$ cat src/rtl/ldm_writeback_sequencer_pkg.sv
// Shared definitions for the LDM write-back sequencer: state encoding,
// architectural constants and a register-list population count.
// The WB state only exists when LDM_BASE_WB_EN is defined.
package ldm_writeback_sequencer_pkg;

  localparam int unsigned WordBytesDflt = 4;
  localparam logic [3:0]  RegPc         = 4'd15;

  typedef enum logic [2:0] {
    StIdle  = 3'd0,
    StReq   = 3'd1,
    StWrite = 3'd2,
    StFin   = 3'd3
`ifdef LDM_BASE_WB_EN
    ,
    StWb    = 3'd4
`endif
  } state_e;

  // Number of registers named by a 16-bit LDM register list.
  function automatic logic [4:0] popcount16(input logic [15:0] v);
    logic [4:0] cnt;
    cnt = '0;
    for (int i = 0; i < 16; i++) begin
      cnt = cnt + 5'(v[i]);
    end
    return cnt;
  endfunction

endpackage

$ cat src/rtl/ldm_writeback_sequencer_lowest_set_bit16.sv
// Combinational 16->4 priority encoder: index of the lowest set bit, plus a
// flag telling whether any bit is set. Index is 0 when the vector is empty.
module ldm_writeback_sequencer_lowest_set_bit16
  import ldm_writeback_sequencer_pkg::*;
(
  input  logic [15:0] vec_i,
  output logic [3:0]  idx_o,
  output logic        valid_o
);

  // Scan from R15 down so the lowest set bit is the one left in idx_o.
  always_comb begin
    idx_o   = '0;
    valid_o = |vec_i;
    for (int i = int'(RegPc); i >= 0; i--) begin
      if (vec_i[i]) begin
        idx_o = 4'(i);
      end
    end
  end

endmodule

$ cat src/rtl/ldm_writeback_sequencer.sv
// LDM write-back sequencer: walks a register list lowest-first, fetches one
// word per register over a REQ/ACK handshake and writes it to the register
// file. Addresses always ascend; decrement-before just starts 4*N lower.
// Optional feature: define LDM_BASE_WB_EN to add base-register write-back.
module ldm_writeback_sequencer
  import ldm_writeback_sequencer_pkg::*;
#(
  parameter int unsigned WordBytes = WordBytesDflt
) (
  input  logic        clk_i,
  input  logic        reset_i,
`ifdef LDM_BASE_WB_EN
  input  logic        wb_i,
  input  logic [3:0]  base_reg_i,
`endif
  input  logic        start_i,
  input  logic [15:0] reglist_i,
  input  logic [31:0] base_addr_i,
  input  logic        up_i,
  output logic        mem_req_o,
  output logic [31:0] mem_addr_o,
  input  logic        mem_ack_i,
  input  logic [31:0] mem_data_i,
  output logic [3:0]  rf_c_o,
  output logic [31:0] rf_pc_o,
  output logic        rf_enable_o,
  output logic        busy_o,
  output logic        done_o
);

  state_e      state_q, state_d;
  logic [15:0] pend_q, pend_d;
  logic [31:0] cur_q, cur_d;
  logic [3:0]  rf_c_q, rf_c_d;
  logic [31:0] rf_pc_q, rf_pc_d;
`ifdef LDM_BASE_WB_EN
  logic        wb_go_q, wb_go_d;
  logic [3:0]  base_reg_q, base_reg_d;
  logic [31:0] wb_val_q, wb_val_d;
`endif

  logic [3:0]  lsb_idx;
  logic        lsb_valid;
  logic [4:0]  reg_cnt;
  logic [31:0] step;
  logic [31:0] span;

  assign reg_cnt = popcount16(reglist_i);
  assign step    = 32'(WordBytes);
  assign span    = 32'(reg_cnt) * step;

  // The pending bit is cleared as soon as its word is accepted, so in WRITE
  // the encoder's valid flag directly answers "more registers to load?".
  ldm_writeback_sequencer_lowest_set_bit16 u_lsb (
    .vec_i   (pend_q),
    .idx_o   (lsb_idx),
    .valid_o (lsb_valid)
  );

  // Next-state and datapath updates for the sequencing FSM.
  always_comb begin
    state_d = state_q;
    pend_d  = pend_q;
    cur_d   = cur_q;
    rf_c_d  = rf_c_q;
    rf_pc_d = rf_pc_q;
`ifdef LDM_BASE_WB_EN
    wb_go_d    = wb_go_q;
    base_reg_d = base_reg_q;
    wb_val_d   = wb_val_q;
`endif
    unique case (state_q)
      StIdle: begin
        if (start_i) begin
          pend_d  = reglist_i;
          cur_d   = up_i ? base_addr_i : base_addr_i - span;
`ifdef LDM_BASE_WB_EN
          // A loaded base register wins over the written-back address.
          wb_go_d    = wb_i && !reglist_i[base_reg_i];
          base_reg_d = base_reg_i;
          wb_val_d   = up_i ? base_addr_i + span : base_addr_i - span;
`endif
          state_d = (reg_cnt != 5'd0) ? StReq : StFin;
        end
      end
      StReq: begin
        if (mem_ack_i) begin
          rf_pc_d = mem_data_i;
          rf_c_d  = lsb_idx;
          pend_d  = pend_q & ~(16'd1 << lsb_idx);
          state_d = StWrite;
        end
      end
      StWrite: begin
        cur_d = cur_q + step;
        if (lsb_valid) begin
          state_d = StReq;
        end else begin
`ifdef LDM_BASE_WB_EN
          if (wb_go_q) begin
            rf_c_d  = base_reg_q;
            rf_pc_d = wb_val_q;
            state_d = StWb;
          end else begin
            state_d = StFin;
          end
`else
          state_d = StFin;
`endif
        end
      end
`ifdef LDM_BASE_WB_EN
      StWb: begin
        state_d = StFin;
      end
`endif
      StFin: begin
        state_d = StIdle;
      end
      default: begin
        state_d = StIdle;
      end
    endcase
  end

  // State registers; reset aborts any in-flight transfer.
  always_ff @(posedge clk_i or posedge reset_i) begin
    if (reset_i) begin
      state_q <= StIdle;
      pend_q  <= '0;
      cur_q   <= '0;
      rf_c_q  <= '0;
      rf_pc_q <= '0;
`ifdef LDM_BASE_WB_EN
      wb_go_q    <= 1'b0;
      base_reg_q <= '0;
      wb_val_q   <= '0;
`endif
    end else begin
      state_q <= state_d;
      pend_q  <= pend_d;
      cur_q   <= cur_d;
      rf_c_q  <= rf_c_d;
      rf_pc_q <= rf_pc_d;
`ifdef LDM_BASE_WB_EN
      wb_go_q    <= wb_go_d;
      base_reg_q <= base_reg_d;
      wb_val_q   <= wb_val_d;
`endif
    end
  end

  // Outputs decoded from the registered state.
  always_comb begin
    mem_req_o   = (state_q == StReq);
    rf_enable_o = (state_q == StWrite);
    busy_o      = (state_q == StReq) || (state_q == StWrite);
`ifdef LDM_BASE_WB_EN
    rf_enable_o = rf_enable_o || (state_q == StWb);
    busy_o      = busy_o || (state_q == StWb);
`endif
    done_o      = (state_q == StFin);
  end

  assign mem_addr_o = cur_q;
  assign rf_c_o     = rf_c_q;
  assign rf_pc_o    = rf_pc_q;

endmodule

$ cat config.mk
export PLATFORM = sky130hd
export DESIGN_NAME = ldm_writeback_sequencer
export DESIGN_NICKNAME = d
export VERILOG_FILES = /design/src/rtl/ldm_writeback_sequencer_pkg.sv /design/src/rtl/ldm_writeback_sequencer_lowest_set_bit16.sv /design/src/rtl/ldm_writeback_sequencer.sv
export SDC_FILE = /design/constraint.sdc
export NUM_CORES = 1
export LEC_CHECK = 0
export CELL_PAD_IN_SITES_DETAIL_PLACEMENT = 1
export CELL_PAD_IN_SITES_GLOBAL_PLACEMENT = 1
export CORE_MARGIN = 1.5
export CORE_UTILIZATION = 37
export CTS_BUF_LIST = sky130_fd_sc_hd__clkbuf_8
export CTS_CLUSTER_DIAMETER = 120
export CTS_CLUSTER_SIZE = 12
export DETAILED_ROUTE_END_ITERATION = 7
export HOLD_SLACK_MARGIN = 0.12
export PLACE_DENSITY_LB_ADDON = 0.1
export SYNTH_ARGS = -nofsm -noshare
export SYNTH_HDL_FRONTEND = slang
export SYNTH_SLANG_ARGS = --single-unit
$ cat constraint.sdc
create_clock -name clk_i -period 3.1 [get_ports clk_i]
set_clock_uncertainty 0.2 [all_clocks]
set_input_delay 0.465 -clock clk_i [delete_from_list [all_inputs] [get_ports clk_i]]
set_output_delay 0.465 -clock clk_i [all_outputs]
set_load 0.005 [all_outputs]
==> metrics.txt <==
outcome=finished with violations; failing checks=setup timing; final WL=22200 µm; startpoint types=input pin; Post-synth EDFFs=0; total track usage=27.5%; vias in the first global route=6476; total number of vias=6124; die area=16100 µm²; Top Ports=157; top sig layer=met4; vias per std cell=5.88; RD Place Congestion=0.917; Max Fclk=0.193 GHz; Worst R2R Setup Slack=0.36 ns; unrepaired setup endpoints after global routing=true; Area growth syn-to-layout=53.8%; MaxCap Viol Count=0; Port Buffer Count=156; worst hold path type=input pin to register; Longest Clk Path Bufs=2; total clock sinks=86; CP Capture Type=register; final setup fails=31; Root Driver=clkbuf_8; post-route ant nets=0; share of the synthesized area in the top cell type=37.9%; ranking of synthesized cells by area=dfrtp_1 38%, mux2_2 7.1%, fa_1 3.9%; post-synthesis cell type count=66; max-slew violations=0; Synthesized Nets=733; cell accounting for the most synthesized area=dfrtp_1; Avg Cell Area, Syn=9.13 µm²; LEAKAGE=3.47 nW; fraction of layout cells with a size suffix above 1=25.5%; NumNets Final=960; Die W=127 µm; First DRT Iteration DRCs=400; Die H=127 µm; routed length per placed instance=21.3 µm; Starting Density=37.6%; Final HPWL DP=16200 µm; largest net degree at the start of global routing=43; worst path cell trace=buf_8 -> inv_4 -> fa_1 -> fa_1 -> fa_1 -> fa_1 -> inv_2 -> ha_4 -> inv_2 -> fa_2 -> nor2b_2 -> o21ai_2 -> ha_2 -> or3_4 -> or3_4 -> a21o_1 -> or3_4 -> buf_4 -> o21ai_1 -> a31oi_1; dpl cell area=7990 µm²; crit path DAT=5.25 ns; Fin. Hold Viols=0; ys flop type=dfrtp_1; Reg clk slew, reported paths=0.10 ns; cts bufs inserted=9; met3 routed WL=1050 µm; CP dominant cell by count=fa_1; initial antenna violation count=0; Post-Route M1 WL=9050 µm; row count=45; asr flop ratio synth=100%; Synth Warn #=0; DR pass1 iterations=4; Max-slew headroom=41.8%; TritonCTS clock tree=done; Slowest-stage cell, CP=fa_1; Worst-Skew Late Latency=0.39 ns; Tightest Pin Transition=0.866 ns; Tmin final=5.19 ns; Synth Register Bits=86; antenna fix cells=0; core outline area=15100 µm²; Critical Path RT=3.16 ns; worst-path maximum fanout=2; metal2 WL=11300 µm; Seq/Total Area, Yosys=37.9%; Peak VDD IR=0.439 mV; post-synthesis cell area=5680 µm²; # DRC=0; first-pass GRT wire length=34600 µm; Cells after Synth=622; overall power=8.64 mW; total grt overflow=0; CP Class=input pin to register; Design Area, Final=8730 µm²; Setup WS post-layout=-2.09 ns; CP max stage delay=0.57 ns; PwrDens=989 nW/µm²; Tcrit/Tclk final=167%; CTS H-tree lvls=3
[repair_timing]
action | in CTS | in global routing
gates resized for setup | 79 | 39
pin swaps | 37 | 36
setup buffers | 13 | 7
setup endpoints to repair | 31 | 31
gates cloned | 0 | 0
endpoints found under the hold margin | 0 | 2
hold buffers | 0 | 2
[cells by family (layout without fill, tap and decap cells)]
logic type               Yosys count  after routing  share of synthesized area, %
multiplexers                      39             39                          7.67
adder cells (fa/ha/maj)           26             26                          7.19
buffers and inverters             71            303                          4.98
XOR/XNOR                          13             13                          2.01
flip-flops                        86             86                          37.9
AO/OA/AOI/OAI                    165            165                          19.4
AND/OR/NAND/NOR                  222            222                          20.9
[report_power, final]
part | switching [mW] | total [mW] | internal, mW
clock | 0.490 | 0.899 | 0.409
sequential | 0.587 | 2.25 | 1.67
combinational | 2.67 | 5.48 | 2.82
total | 3.74 | 8.64 | 4.89
[area by class of cell]
class	count	area (µm²)
fillers	1727	6360
multi-input cells	465	3650
repair buffers	244	2300
flip-flops and latches	86	2150
well taps	188	235
inverters	43	179
clock buffers	10	138
clock inverters	6	75.1
[layout by cell type, fill, tap and decap left out, types with 10 or more instances in the layout]
cell type,synthesis,final
clkdlybuf4s50_1,0,146
dfrtp_1,86,86
buf_4,0,74
nand2_1,52,51
mux2_2,36,36
a21oi_1,34,32
nor2_1,33,31
o21ai_0,35,28
inv_1,43,27
nor3_1,24,20
nand3_1,20,19
buf_6,2,17
nor4_1,22,16
o31ai_1,13,13
or3_1,15,13
inv_2,0,11
a31oi_1,12,10
nand4_1,10,10
and3_1,10,10
ha_1,15,10
clkbuf_8,0,10
[final timing paths]
check,end,depth (start not counted),from
worst max-delay path,mem_addr_o[30],20,reglist_i[1]
worst min-delay path,pend_q[3],3,reglist_i[3]
worst max register to register,mem_addr_o[19],8,state_q[0]
worst min register to register,rf_c_o[2],2,rf_c_o[2]
max in group asynchronous,rf_c_o[2],3,reset_i
min in group asynchronous,rf_pc_o[6],2,reset_i
[critical path, delay by kind of cell]
| family | cells | cell delay (ns) |
|---|---|---|
| AND/OR/NAND/NOR | 4 | 1.20 |
| buffers and inverters | 5 | 0.39 |
| AO/OA/AOI/OAI | 4 | 0.54 |
| adder cells (fa/ha/maj) | 7 | 2.66 |
[sequential cells by signal, summed over array words and instances, names as in the netlist]
name	cells
rf_c_o	4
mem_addr_o	32
state_q	2
rf_pc_o	32
pend_q	16
[per-layer routing]
metal | vias up | track usage (%)
met2 | 234 | 47.3
met3 | 60 | 4.05
met1 | 3050 | 34.1
met4 | 0 | 12.6
met5 | - | 0
li1 | 2780 | -
[Yosys cell counts (3+ instances only)]
| master | instances |
|---|---|
| dfrtp_1 | 86 |
| mux2i_1 | 3 |
| a21oi_1 | 34 |
| a221oi_1 | 7 |
| inv_1 | 43 |
| nor4_1 | 22 |
| a211oi_1 | 7 |
| o211ai_1 | 5 |
| a311oi_1 | 6 |
| o21ai_0 | 35 |
| o21ai_1 | 4 |
| a31oi_1 | 12 |
| buf_1 | 4 |
| or3_1 | 15 |
| fa_1 | 11 |
| and3_1 | 10 |
| nor3_1 | 24 |
| and2_1 | 3 |
| nand2_1 | 52 |
| o31ai_1 | 13 |
| clkbuf_1 | 21 |
| ha_1 | 15 |
| xor2_1 | 4 |
| nor2b_1 | 4 |
| mux2_2 | 36 |
| and4_1 | 8 |
| nor2_1 | 33 |
| a21o_1 | 5 |
| nand2b_1 | 4 |
| o22ai_1 | 7 |
| a211o_1 | 4 |
| nand4_1 | 10 |
| nand3_1 | 20 |
| o221ai_1 | 3 |
| xnor2_1 | 9 |
[through the flow]
stage / hold slack (ns) / util, % / std cells / worst slack [ns] / TNS (ns)
after floorplan: 0.273 / - / 622 / -2.25 / -53.34
after global placement: 0.267 / 53.0 / 1006 / -2.98 / -81.47
after detailed placement: 0.280 / 53.0 / 1006 / -3.09 / -83.43
after CTS: 0.125 / 56.3 / 1035 / -2.20 / -57.66
after global routing: 0.126 / 57.9 / 1042 / -2.19 / -58.98
final: 0.115 / 57.9 / 1042 / -2.09 / -56.40
Power figures use the tool's default switching activity.
